File: src/rtl/html_tokenizer.sv
// html_tokenizer
//   Splits the character stream from the HTML file reader into tokens:
//   single TEXT characters, OPEN_TAG / CLOSE_TAG tokens carrying the tag name,
//   and one final EOF token.
//
// Ports
//   clock         system clock, rising edge
//   state_enable  asynchronous active-low reset
//   in_char       character from the reader (0 = null, ignored)
//   in_finished   reader has finished
//   pause         backpressure to the reader (tok_valid | done)
//   tok_valid     token presented
//   tok_ready     downstream accepts the token
//   tok_type      0 TEXT, 1 OPEN_TAG, 2 CLOSE_TAG, 3 EOF
//   tok_name      token characters, character 0 in bits [CHAR_W-1:0]
//   tok_len       number of valid characters in tok_name
//   err           sticky malformed-markup flag
//   done          EOF token has been accepted
//   dbg_state     current FSM state, for observation only
//
// Token handshake: a token transfers on a rising edge where tok_valid and
// tok_ready are both 1. tok_* are held while tok_valid=1 and tok_ready=0;
// tok_ready is ignored while tok_valid=0.
//
// Optional feature: define HTML_TOKENIZER_CASEFOLD_EN to store tag-name
// letters A-Z lower-cased. TEXT characters are never folded.
module html_tokenizer #(
    parameter  int CHAR_W   = 8,
    parameter  int NAME_LEN = 8,
    localparam int LEN_W    = $clog2(NAME_LEN + 1)
) (
    input  logic                       clock,
    input  logic                       state_enable,
    input  logic [CHAR_W-1:0]          in_char,
    input  logic                       in_finished,
    output logic                       pause,
    output logic                       tok_valid,
    input  logic                       tok_ready,
    output logic [1:0]                 tok_type,
    output logic [NAME_LEN*CHAR_W-1:0] tok_name,
    output logic [LEN_W-1:0]           tok_len,
    output logic                       err,
    output logic                       done,
    output logic [2:0]                 dbg_state
);

    typedef enum logic [2:0] {
        S_TEXT, S_LT, S_NAME, S_ATTR, S_EOFW, S_DONE
    } state_t;

    localparam logic [1:0] T_TEXT  = 2'd0;
    localparam logic [1:0] T_OPEN  = 2'd1;
    localparam logic [1:0] T_CLOSE = 2'd2;
    localparam logic [1:0] T_EOF   = 2'd3;

    localparam logic [CHAR_W-1:0] C_LT   = CHAR_W'(8'h3C);
    localparam logic [CHAR_W-1:0] C_GT   = CHAR_W'(8'h3E);
    localparam logic [CHAR_W-1:0] C_SL   = CHAR_W'(8'h2F);
    localparam logic [CHAR_W-1:0] C_UA   = CHAR_W'(8'h41);
    localparam logic [CHAR_W-1:0] C_UZ   = CHAR_W'(8'h5A);
    localparam logic [CHAR_W-1:0] C_LA   = CHAR_W'(8'h61);
    localparam logic [CHAR_W-1:0] C_LZ   = CHAR_W'(8'h7A);
    localparam logic [CHAR_W-1:0] C_D0   = CHAR_W'(8'h30);
    localparam logic [CHAR_W-1:0] C_D9   = CHAR_W'(8'h39);
    localparam logic [CHAR_W-1:0] C_CASE = CHAR_W'(8'h20);

    state_t                      state, state_n;
    logic                        closing, closing_n;
    logic [NAME_LEN*CHAR_W-1:0]  name_buf, buf_n;
    logic [LEN_W-1:0]            name_cnt, cnt_n;
    logic                        valid_n, err_n, done_n;
    logic [1:0]                  type_n;
    logic [NAME_LEN*CHAR_W-1:0]  name_n;
    logic [LEN_W-1:0]            len_n;
    logic                        accept, emit_tag, is_letter, is_digit;

    function automatic logic [CHAR_W-1:0] fold(input logic [CHAR_W-1:0] ch);
        fold = ch;
`ifdef HTML_TOKENIZER_CASEFOLD_EN
        if (ch >= C_UA && ch <= C_UZ) fold = ch + C_CASE;
`endif
    endfunction

    // pause depends only on registered state, so it never glitches on inputs.
    assign pause     = tok_valid | done;
    assign accept    = !pause && !in_finished && (in_char != '0);
    assign is_letter = (in_char >= C_UA && in_char <= C_UZ) ||
                       (in_char >= C_LA && in_char <= C_LZ);
    assign is_digit  = (in_char >= C_D0 && in_char <= C_D9);
    assign dbg_state = state;

    always_comb begin
        state_n   = state;
        closing_n = closing;
        buf_n     = name_buf;
        cnt_n     = name_cnt;
        valid_n   = tok_valid;
        type_n    = tok_type;
        name_n    = tok_name;
        len_n     = tok_len;
        err_n     = err;
        done_n    = done;
        emit_tag  = 1'b0;

        if (tok_valid && tok_ready) begin
            valid_n = 1'b0;
            if (state == S_EOFW) begin
                state_n = S_DONE;
                done_n  = 1'b1;
            end
        end

        // EOF waits until no token is pending, so earlier tokens go first.
        if (in_finished && !tok_valid && state != S_EOFW && state != S_DONE) begin
            valid_n = 1'b1;
            type_n  = T_EOF;
            name_n  = '0;
            len_n   = '0;
            state_n = S_EOFW;
            if (state == S_LT || state == S_NAME || state == S_ATTR) err_n = 1'b1;
        end else if (accept) begin
            case (state)
                S_TEXT: begin
                    if (in_char == C_LT) begin
                        state_n   = S_LT;
                        buf_n     = '0;
                        cnt_n     = '0;
                        closing_n = 1'b0;
                    end else begin
                        valid_n              = 1'b1;
                        type_n               = T_TEXT;
                        name_n               = '0;
                        name_n[CHAR_W-1:0]   = in_char;
                        len_n                = LEN_W'(1);
                    end
                end
                S_LT: begin
                    if (in_char == C_SL) begin
                        closing_n = 1'b1;
                        state_n   = S_NAME;
                    end else if (is_letter) begin
                        buf_n[CHAR_W-1:0] = fold(in_char);
                        cnt_n             = LEN_W'(1);
                        state_n           = S_NAME;
                    end else begin
                        err_n   = 1'b1;
                        state_n = S_TEXT;
                    end
                end
                S_NAME: begin
                    if (is_letter || is_digit) begin
                        // Names longer than NAME_LEN are truncated silently.
                        if (int'(name_cnt) < NAME_LEN) begin
                            for (int i = 0; i < NAME_LEN; i++) begin
                                if (int'(name_cnt) == i) buf_n[i*CHAR_W +: CHAR_W] = fold(in_char);
                            end
                            cnt_n = name_cnt + LEN_W'(1);
                        end
                    end else if (in_char == C_GT) begin
                        emit_tag = 1'b1;
                    end else begin
                        state_n = S_ATTR;
                    end
                end
                S_ATTR: begin
                    if (in_char == C_GT) emit_tag = 1'b1;
                end
                default: ;
            endcase

            if (emit_tag) begin
                valid_n = 1'b1;
                type_n  = closing ? T_CLOSE : T_OPEN;
                name_n  = name_buf;
                len_n   = name_cnt;
                state_n = S_TEXT;
                if (name_cnt == '0) err_n = 1'b1;
            end
        end
    end

    always_ff @(posedge clock or negedge state_enable) begin
        if (!state_enable) begin
            state     <= S_TEXT;
            closing   <= 1'b0;
            name_buf  <= '0;
            name_cnt  <= '0;
            tok_valid <= 1'b0;
            tok_type  <= T_TEXT;
            tok_name  <= '0;
            tok_len   <= '0;
            err       <= 1'b0;
            done      <= 1'b0;
        end else begin
            state     <= state_n;
            closing   <= closing_n;
            name_buf  <= buf_n;
            name_cnt  <= cnt_n;
            tok_valid <= valid_n;
            tok_type  <= type_n;
            tok_name  <= name_n;
            tok_len   <= len_n;
            err       <= err_n;
            done      <= done_n;
        end
    end

endmodule

File: config.mk
export PLATFORM = sky130hd
export DESIGN_NAME = html_tokenizer
export DESIGN_NICKNAME = d
export VERILOG_FILES = /design/src/rtl/html_tokenizer.sv
export SDC_FILE = /design/constraint.sdc
export NUM_CORES = 1
export LEC_CHECK = 0
export BUFFER_PORTS_ARGS = -buffer_cell sky130_fd_sc_hd__clkbuf_2
export CAP_MARGIN = 5
export CORE_UTILIZATION = 48
export CTS_BUF_LIST = sky130_fd_sc_hd__clkbuf_2
export CTS_CLUSTER_DIAMETER = 60
export DETAILED_ROUTE_END_ITERATION = 7
export PLACE_DENSITY = 0.72
export SLEW_MARGIN = 20
export SYNTH_ARGS = -nofsm -noshare
export SYNTH_HDL_FRONTEND = slang
export SYNTH_SLANG_ARGS = --single-unit
File: constraint.sdc
create_clock -name clock -period 5.5 [get_ports clock]
set_input_delay 1.1 -clock clock [delete_from_list [all_inputs] [get_ports clock]]
set_output_delay 1.1 -clock clock [all_outputs]
set_load 0.02 [all_outputs]
# Yosys cells after proc, flatten, opt, wreduce, memory -nomap -nowiden
# Index checks and enable logic that the tools add are counted.
# totals
ff_bits	145
inputBits	12
output_inout_bits	77
wordCells	167
# classes
addsub	1
n_lt_le_gt_ge	7
n_eq_ne	32
mux	70
n_bitwise	2
n_reduce_logical	38
# op_table
op	n
64-bit two-way mux	8
56-bit case mux with 2 select lines	1
8-bit two-way mux	10
7-bit AND reduction	7
4-bit two-way mux	10
3-bit two-way mux	9
8-bit by 6-bit == test with 1-bit output (second input constant)	3
2-bit by 1-bit != test with 1-bit output (second input constant)	12
8-bit case mux with 3 select lines	1
1-bit two-way mux	20
4-bit == test (second input constant)	4
8-bit by 7-bit >= comparator with 1-bit output (second input constant)	2
8-bit by 7-bit less-or-equal comparator with 1-bit output (second input constant)	2
2-bit two-way mux	7
4-bit case mux with 3 select lines	1
1-bit logical AND	9
3-bit case mux with 3 select lines	1
9-bit AND reduction	1
4-bit by 3-bit == test with 1-bit output (second input constant)	2
8-bit by 6-bit >= comparator with 1-bit output (second input constant)	1
8-bit by 6-bit less-or-equal comparator with 1-bit output (second input constant)	1
4-bit zero test	2
8-bit AND reduction	1
8-bit nonzero test	1
other kinds (20)	34

# Longest topological paths before layout
# Gate-level depths: netlist of the first run.
# logic_depth
depth_word	11
ltp_mapped	9
ltp_nobuf	6

# Worst setup path after synthesis of the first run
# OpenSTA, ideal clock, no wires.
# synth_path
path_type	input to register
startpoint	in in_finished
endpoint	reg name_buf[17]
setup_ns	0.125
arrival_time_ns	2.671
t_required_ns	5.375
path_slack_ns	2.704
stages	5
n_path_buf	0
cell_sequence	or4_4 > a21oi_4 > nand3_4 > nor3_4 > mux2_2
# synth_between
elab_chain_len	5
word_cells_on_any_way	8
cone_classes	bitwise: 1; reduce/logical: 7
# synth_rtl
item	line	text
from (decl)	35	input logic in_finished,
1-bit logical AND (3 in series)	114	if (in_finished && !tok_valid && state != S_EOFW && state != S_DONE) begin
1-bit inverter (no line)	-	
7-bit AND reduction (no line) *	-	
to (signal assigned)	197	name_buf <= buf_n;
to (decl)	69	logic [NAME_LEN*CHAR_W-1:0] name_buf, buf_n;
# Every way passes the cells marked *; elsewhere a longest branch is shown, timed or not.
# A chain may end at the register's enable or synchronous reset.

# Worst setup path after layout of the first run
# layout_path
startpoint	reg state[1], in the netlist dbg_state[1]
endpoint	reg tok_name[1]
# layout_between
elab_chain_len	7
word_cells_on_any_way	17
cone_classes	eq/ne: 5; mux: 6; reduce/logical: 6
# layout_rtl
item	line	text
from (decl)	67	state_t state, state_n;
from (signal assigned)	195	state <= state_n;
3-bit by 2-bit == test with 1-bit output	122	case (state)
1-bit case mux with 2 select lines	122	
1-bit two-way mux	121	end else if (accept) begin
1-bit two-way mux	114	
64-bit two-way mux	171	if (emit_tag) begin
64-bit two-way mux	121	
64-bit two-way mux	114	
to (signal assigned)	201	tok_name <= name_n;
to (decl)	40	output logic [NAME_LEN*CHAR_W-1:0] tok_name,
# Parallel ways exist; a longest one is shown, timed or not. The select of a mux whose other input is x is not followed.

==> results of run 1 <==
flip-flops by register name, summed over array words and instances, names as in the netlist:
name and count:
name_buf 64, tok_name 64, name_cnt 4, tok_len 4, dbg_state 3, tok_type 2, closing 1, done 1
err 1, tok_valid 1
logic make-up after synthesis:
kind of cell | count (synthesis) | synth area share (%)
AND/OR/NAND/NOR | 273 | 21.3
AO/OA/AOI/OAI | 176 | 16.8
flip-flops | 145 | 54.4
buffers and inverters | 63 | 4.31
multiplexers | 14 | 2.36
adder cells (fa/ha/maj) | 4 | 0.750
XOR/XNOR | 1 | 0.131
worst max-delay path by stage:
stage | to | slack [ns] | startpoint | cells past startpoint
floorplan | name_buf[17] | 2.70 | in_finished | 5
global placement | name_buf[45] | 2.03 | in_char[2] | 6
detailed placement | name_buf[54] | 1.90 | in_char[2] | 6
CTS | tok_name[3] | 2.52 | dbg_state[1] | 5
global route | name_buf[8] | 2.32 | dbg_state[2] | 5
finish | tok_name[1] | 2.48 | dbg_state[1] | 5
area by class of cell:
type | instances | area, µm²
repair buffers | 96 | 507
fillers | 1217 | 5970
well taps | 176 | 220
clock inverters | 15 | 169
multi-input cells | 468 | 2780
flip-flops and latches | 145 | 3630
diodes | 1 | 2.50
clock buffers | 17 | 85.1
inverters | 8 | 30.0
stage by stage:
stage / hold slack (ns) / power [W] / utilization [%] / setup slack, ns
6_report: 0.450 / 0.00224 / 55.4 / 2.48
5_1_grt: 0.440 / 0.00235 / 55.4 / 2.32
3_3_place_gp: 0.475 / 0.00160 / 53.5 / 2.03
3_5_place_dp: 0.475 / 0.00161 / 53.5 / 1.90
2_1_floorplan: 0.453 / 0.00147 / - / 2.70
4_1_cts: 0.406 / 0.00225 / 55.4 / 2.52
layer usage:
layer  vias to the layer above  share of wire [%]  track usage, %  routed length [µm]
met2                       196                 46            36.5                7580
met1                      2746                 46            34.9                7630
met3                        34                5.8            6.18                 967
met4                         0                2.2            9.30                 372
li1                       2568                  -               -                   -
met5                         -                  0               0                   0
where the power goes:
part           internal [W]  switching, W
Sequential          0.00112     0.0000697
Combinational      0.000122      0.000286
Clock              0.000247      0.000390
layout by cell type, fill, tap and decap left out, drive strengths merged, types with 5 or more instances in the layout:
master,count
dfrtp,145
nand2,105
clkbuf,104
a21oi,74
nand3,68
o21ai,39
nand4,25
o211ai,19
nor2,16
and3,14
mux2,14
buf,9
nor3,9
inv,8
a22o,7
clkinvlp,7
a211oi,6
nor2b,5
clkinv,5
==> results.md, run 1 <==
* Initial Util at 49.8%
* Total GRT Usage at roughly a quarter
* Synthesized area at 6670 µm²
* Synth area leader: dfrtp_1
* CP Capture Type: register
* Area share of the largest cell type after synthesis at 54.4%
* Post-route minimum period at 3.02 ns
* Most numerous cell on the critical path: a21oi_1
* Crit path DAT at 3.68 ns
* RePlAce Congestion at 0.910
* Yosys cell types at 67
* DR vias/cell at 5.99
* R2r startpoint: dbg_state[1]
* Clk buf depth at 2
* DP HPWL at 11100 µm
* Leak at about 3.3 nW
* Nets at 752
* Post-CTS setup buffers at 0
* Total Wirelength at around 17000 µm
* Final hold vios at 0
* VDD IR-drop max at 229 µV
* Post-route clock period utilization at between 50% and 60%
* CP required at 6.16 ns
* Cells along the critical path: nor2b_1 -> nand4_1 -> a21oi_1 -> o211ai_1 -> a21oi_1
* CP max stage cell: a21oi_1
* Reg-to-reg setup timing slack at 2.48 ns
* Ys async rst share at between 90% and 100%
* Ys flop type: dfrtp_1
* Clock sink count at about 150
* Synth area leaders: dfrtp_1 54%, nand2_1 5.9%, a21oi_1 5.2%, nand3_1 5.0%, o21ai_0 2.8%
* Post-synth EDFFs at 0
* Post-route DRC at 0
* Antenna viol nets, final at 0
* Max-slew headroom at a little over a quarter
* Ports at 89
* Initial DRC count at about 400
* Synth cell count leaders: 145 x dfrtp_1, 105 x nand2_1, 70 x a21oi_1
* Power Dens Cells at 301 nW/µm²
* FF+latch count, synth at around 150
* Initial antenna violation count at 1
* Final Slew Violations at 0
* Startpoint Class: register
* Root Driver: clkbuf_2
* # placed instances at around 900
* Fmax at 331 MHz
* H-Tree Depth at 4
* Max cap viols at 0
* Share of layout cells above drive strength 1 at between 20% and 30%
* Reg clk slew, reported paths at roughly 0.21 ns
* Setup Viol. Count Final at 0
* Post-route clock skew at 0.0228 ns
* Post-cts sizing count at 0
* Slew @ Worst Pin at 1.11 ns
* WL/cell at 17.9 µm
* Design area at 7430 µm²
* TNS Setup at 0 ns
* Worst path bufs/invs at 0
* Placed cell areas at ~7000 µm²
* Pin count of the biggest net entering global routing at roughly 110
* Cells after Synth at about 680
* Critical path fanouts, max at 12
* Crit path largest cell delay at roughly 1 ns
* Cell family with most CP delay: compound AO/OA/AOI/OAI gates
* Vias at 5544
* FF-to-FF End: tok_name[1]
* Hold buffer count at cts at 0
* Status: complete, no violations
* Die width at roughly 120 µm
* Die Y at between 100 and 150 µm
* Min-delay worst type: in2async
* Area of the die at approximately 14000 µm²
* Syn Nets at 692
* Clock buffer count from CTS at 17
* Number of port buffers at 88
* Unrepaired setup endpoints after global routing: no
* CTS tree: built
* Seq/Total Area, Yosys at between 50% and 60%
* Clk Latency, worst-skew pair at 0.73 ns
* GR Overflow Total at 0
* Core area at 13400 µm²
* WS Path Type: reg2reg
* P&R area growth vs syn at 11.3%
* DRT Pass-1 Iters at 5
* Most common cell in the synthesized netlist: dfrtp_1
* First-pass GRT wire length at between 20000 and 30000 µm
* Avg Cell Area, Syn at slightly below 10 µm²
* Synth Warn # at 0
* FP Rows at 42
* Post-Layout Cell Count at 926
* Number of global-route vias before repair at between 5k and 6k
* Reg2reg path depth at 5
Power figures use the tool's default switching activity.
==> inputs of run 2 (changes only) <==
- clock period: 5.5 -> 3.12 ns (I/O delays scaled with it)
==> results.md, run 2 (synthesis gave the netlist of run 1 again) <==
* Post-route DRC at 0 (unchanged)
* Min-delay worst type: in2reg
* Max-slew headroom at 49.0% (+23 points)
* P&R area growth vs syn at 13.4%
* DR vias/cell at 5.87 (-2.0%)
* Total internal power at 0.00259 W (+73%)
* Number of global-route vias before repair at 5317 (+0.26%)
* CP Capture Type: register
* Nets at 769 (+2.3%)
* Antenna viol nets, final at 0 (unchanged)
* Pin count of the biggest net entering global routing at 65 (-38%)
* Area of the die at 14400 µm² (unchanged)
* Fillers at 1217 (unchanged)
* Clock power frac at 27.9% (-0.6 points)
* Crit path DAT at 3.16 ns (-0.52 ns)
* Setup ws final at 0.564 ns (-1.92 ns)
* WL/cell at 17.8 µm (-0.17%)
* Post-route clock period utilization at 81.9% (+27 points)
* Area of the multi-input gates at 2780 µm² (unchanged)
* Max cap viols at 0 (unchanged)
* Reg clk slew, reported paths at 0.24 ns (+0.03 ns)
* DP HPWL at 11500 µm (+3.8%)
* Sequential Power Share at 53.1% (-0.2 points)
* Leak at 3.44 nW (+3.2%)
* Cells along the critical path: inv_1 -> ha_1 -> nand2_1 -> o31ai_1 -> nand3_1 -> a22o_1
* Fmax at 391 MHz (+18%)
* Post-CTS setup buffers at 0 (unchanged)
* Total Wirelength at 16800 µm (+1.6%)
* DRT Pass-1 Iters at 5 (unchanged)
* Clk buf depth at 2 (unchanged)
* Combinational share of power at 19.0% (+0.8 points)
* CP required at 3.72 ns (-2.44 ns)
* Core area at 13400 µm² (unchanged)
* FP Rows at 42 (unchanged)
* Clock sink count at 145 (unchanged)
* Largest regs: name_buf x64, tok_name x64
* Most frequent cells in the layout: 145 x dfrtp_1, 105 x nand2_1, 104 x clkbuf_2
* Critical path fanouts, max at 8 (-4)
* Met3 Wirelength at 946 µm (-2.2%)
* GR Overflow Total at 0 (unchanged)
* Clk Latency, worst-skew pair at 0.72 ns (about the same)
* Ant. Diodes at 0 (-1)
* RePlAce Congestion at 0.891 (-2.2%)
* Sw frac at 34.3% (+0.94 points)
* Share of layout cells above drive strength 1 at 23.8% (+1.7 points)
* Initial Util at 49.8% (unchanged)
* Vias at 5525 (-0.34%)
* Clock buffer count from CTS at 17 (unchanged)
* CP max stage cell: o31ai_1
* Design area at 7570 µm² (+1.9%)
* Crit path largest cell delay at 0.65 ns (-0.33 ns)
* Post-cts sizing count at 0 (unchanged)
* Initial antenna violation count at 0 (-1)
* Final hold vios at 0 (unchanged)
* Post-route minimum period at 2.56 ns (-0.462 ns)
* Total GRT Usage at 24.8% (+0.11 points)
* Unrepaired setup endpoints after global routing: no
* WS Path Type: reg2reg
* Ports at 89 (unchanged)
* P_sw at 0.00135 W (+81%)
* Power Total at 0.00393 W (+76%)
* Hold buffer count at cts at 1 (+1)
* Startpoint Class: register
* Initial DRC count at 407 (+3.3%)
* First-pass GRT wire length at 27700 µm (+0.10%)
* Placed cell areas at 7310 µm² (+2.0%)
* Final Slew Violations at 0 (unchanged)
* TNS Setup at 0 ns (unchanged)
* CTS tree: built
* Status: complete, no violations
* Top Layer Used: met4
* Number of port buffers at 88 (unchanged)
* Slew @ Worst Pin at 0.759 ns (-0.346 ns)
* VDD IR-drop max at 334 µV (+46%)
* Post-route clock skew at 0.0331 ns (+0.0103 ns)
* Flip-flop and latch area at 3630 µm² (unchanged)
* H-Tree Depth at 4 (unchanged)
* Pre-CTS setup slack at 0.373 ns (-1.53 ns)
* Root Driver: clkbuf_2
* Die width at 120 µm (unchanged)
* Metal2 WL at 7650 µm (+0.91%)
* Met1 Routed Length at 7880 µm (+3.3%)
* Die Y at 120 µm (unchanged)
* Commonest non-fill, non-tap cell in the layout: dfrtp_1
* Setup Viol. Count Final at 0 (unchanged)
* Power Dens Cells at 520 nW/µm² (+73%)
==> run 2: changes by cell type in the layout (fill, tap and decap cells not counted), sizes merged <==
cell and change:
diode -1, buf +16, inv +4, bufinv -1, clkinvlp -5, clkinv +2
dlygate4sd3 +1
==> run 2: worst max-delay path, delay by kind of cell, from the launching register on <==
kind / cells / cell delay (ns)
compound gates: 2 / 0.99
flops: 1 / 0.48
simple gates: 2 / 0.53
buf+inv: 1 / 0.20
fa+ha+maj: 1 / 0.25
==> run 2: per-layer routing <==
| metal | up-vias | global-route usage, % |
|---|---|---|
| met5 | - | 0 |
| li1 | 2596 | - |
| met1 | 2706 | 36.0 |
| met4 | 0 | 8.44 |
| met3 | 25 | 4.94 |
| met2 | 198 | 36.9 |
==> run 2: final cells by class <==
cell class                 count  share of cell area (%)
clock buffer                  17                    1.12
clock inverter                15                    2.08
inverter                       8                   0.397
multi-input combinational    468                    36.8
sequential                   145                    47.9
tap                          176                    2.91
timing repair buffer         113                    8.75
==> run 2: worst paths after layout <==
kind	start	endpoint	slack, ns	depth (start not counted)
worst max-delay path	name_cnt[0]	name_buf[1]	0.56	6
worst min-delay path	tok_ready	tok_valid	0.18	3
worst max register to register	name_cnt[0]	name_buf[1]	0.56	6
worst min register to register	name_buf[7]	name_buf[7]	0.53	1
max in group asynchronous	state_enable	tok_name[36]	1.86	3
min in group asynchronous	state_enable	closing	0.42	2
==> run 2: power by group through the flow <==
stage | clock network [W] | logic (W) | registers, W
after CTS | 0.00112 | 0.000746 | 0.00209
after global routing | 0.00119 | 0.000815 | 0.00211
final | 0.00110 | 0.000748 | 0.00209
after detailed placement | 0 | 0.000739 | 0.00212
after global placement | 0 | 0.000729 | 0.00212
after floorplan | 0 | 0.000431 | 0.00216
==> run 2: through the flow <==
step / instances / util [%] / hold slack (ns)
after floorplan: 676 / - / 0.328
after global placement: 909 / 54.6 / 0.471
after detailed placement: 909 / 54.6 / 0.479
after CTS: 942 / 56.5 / 0.135
after global routing: 942 / 56.5 / 0.145
final: 942 / 56.5 / 0.179
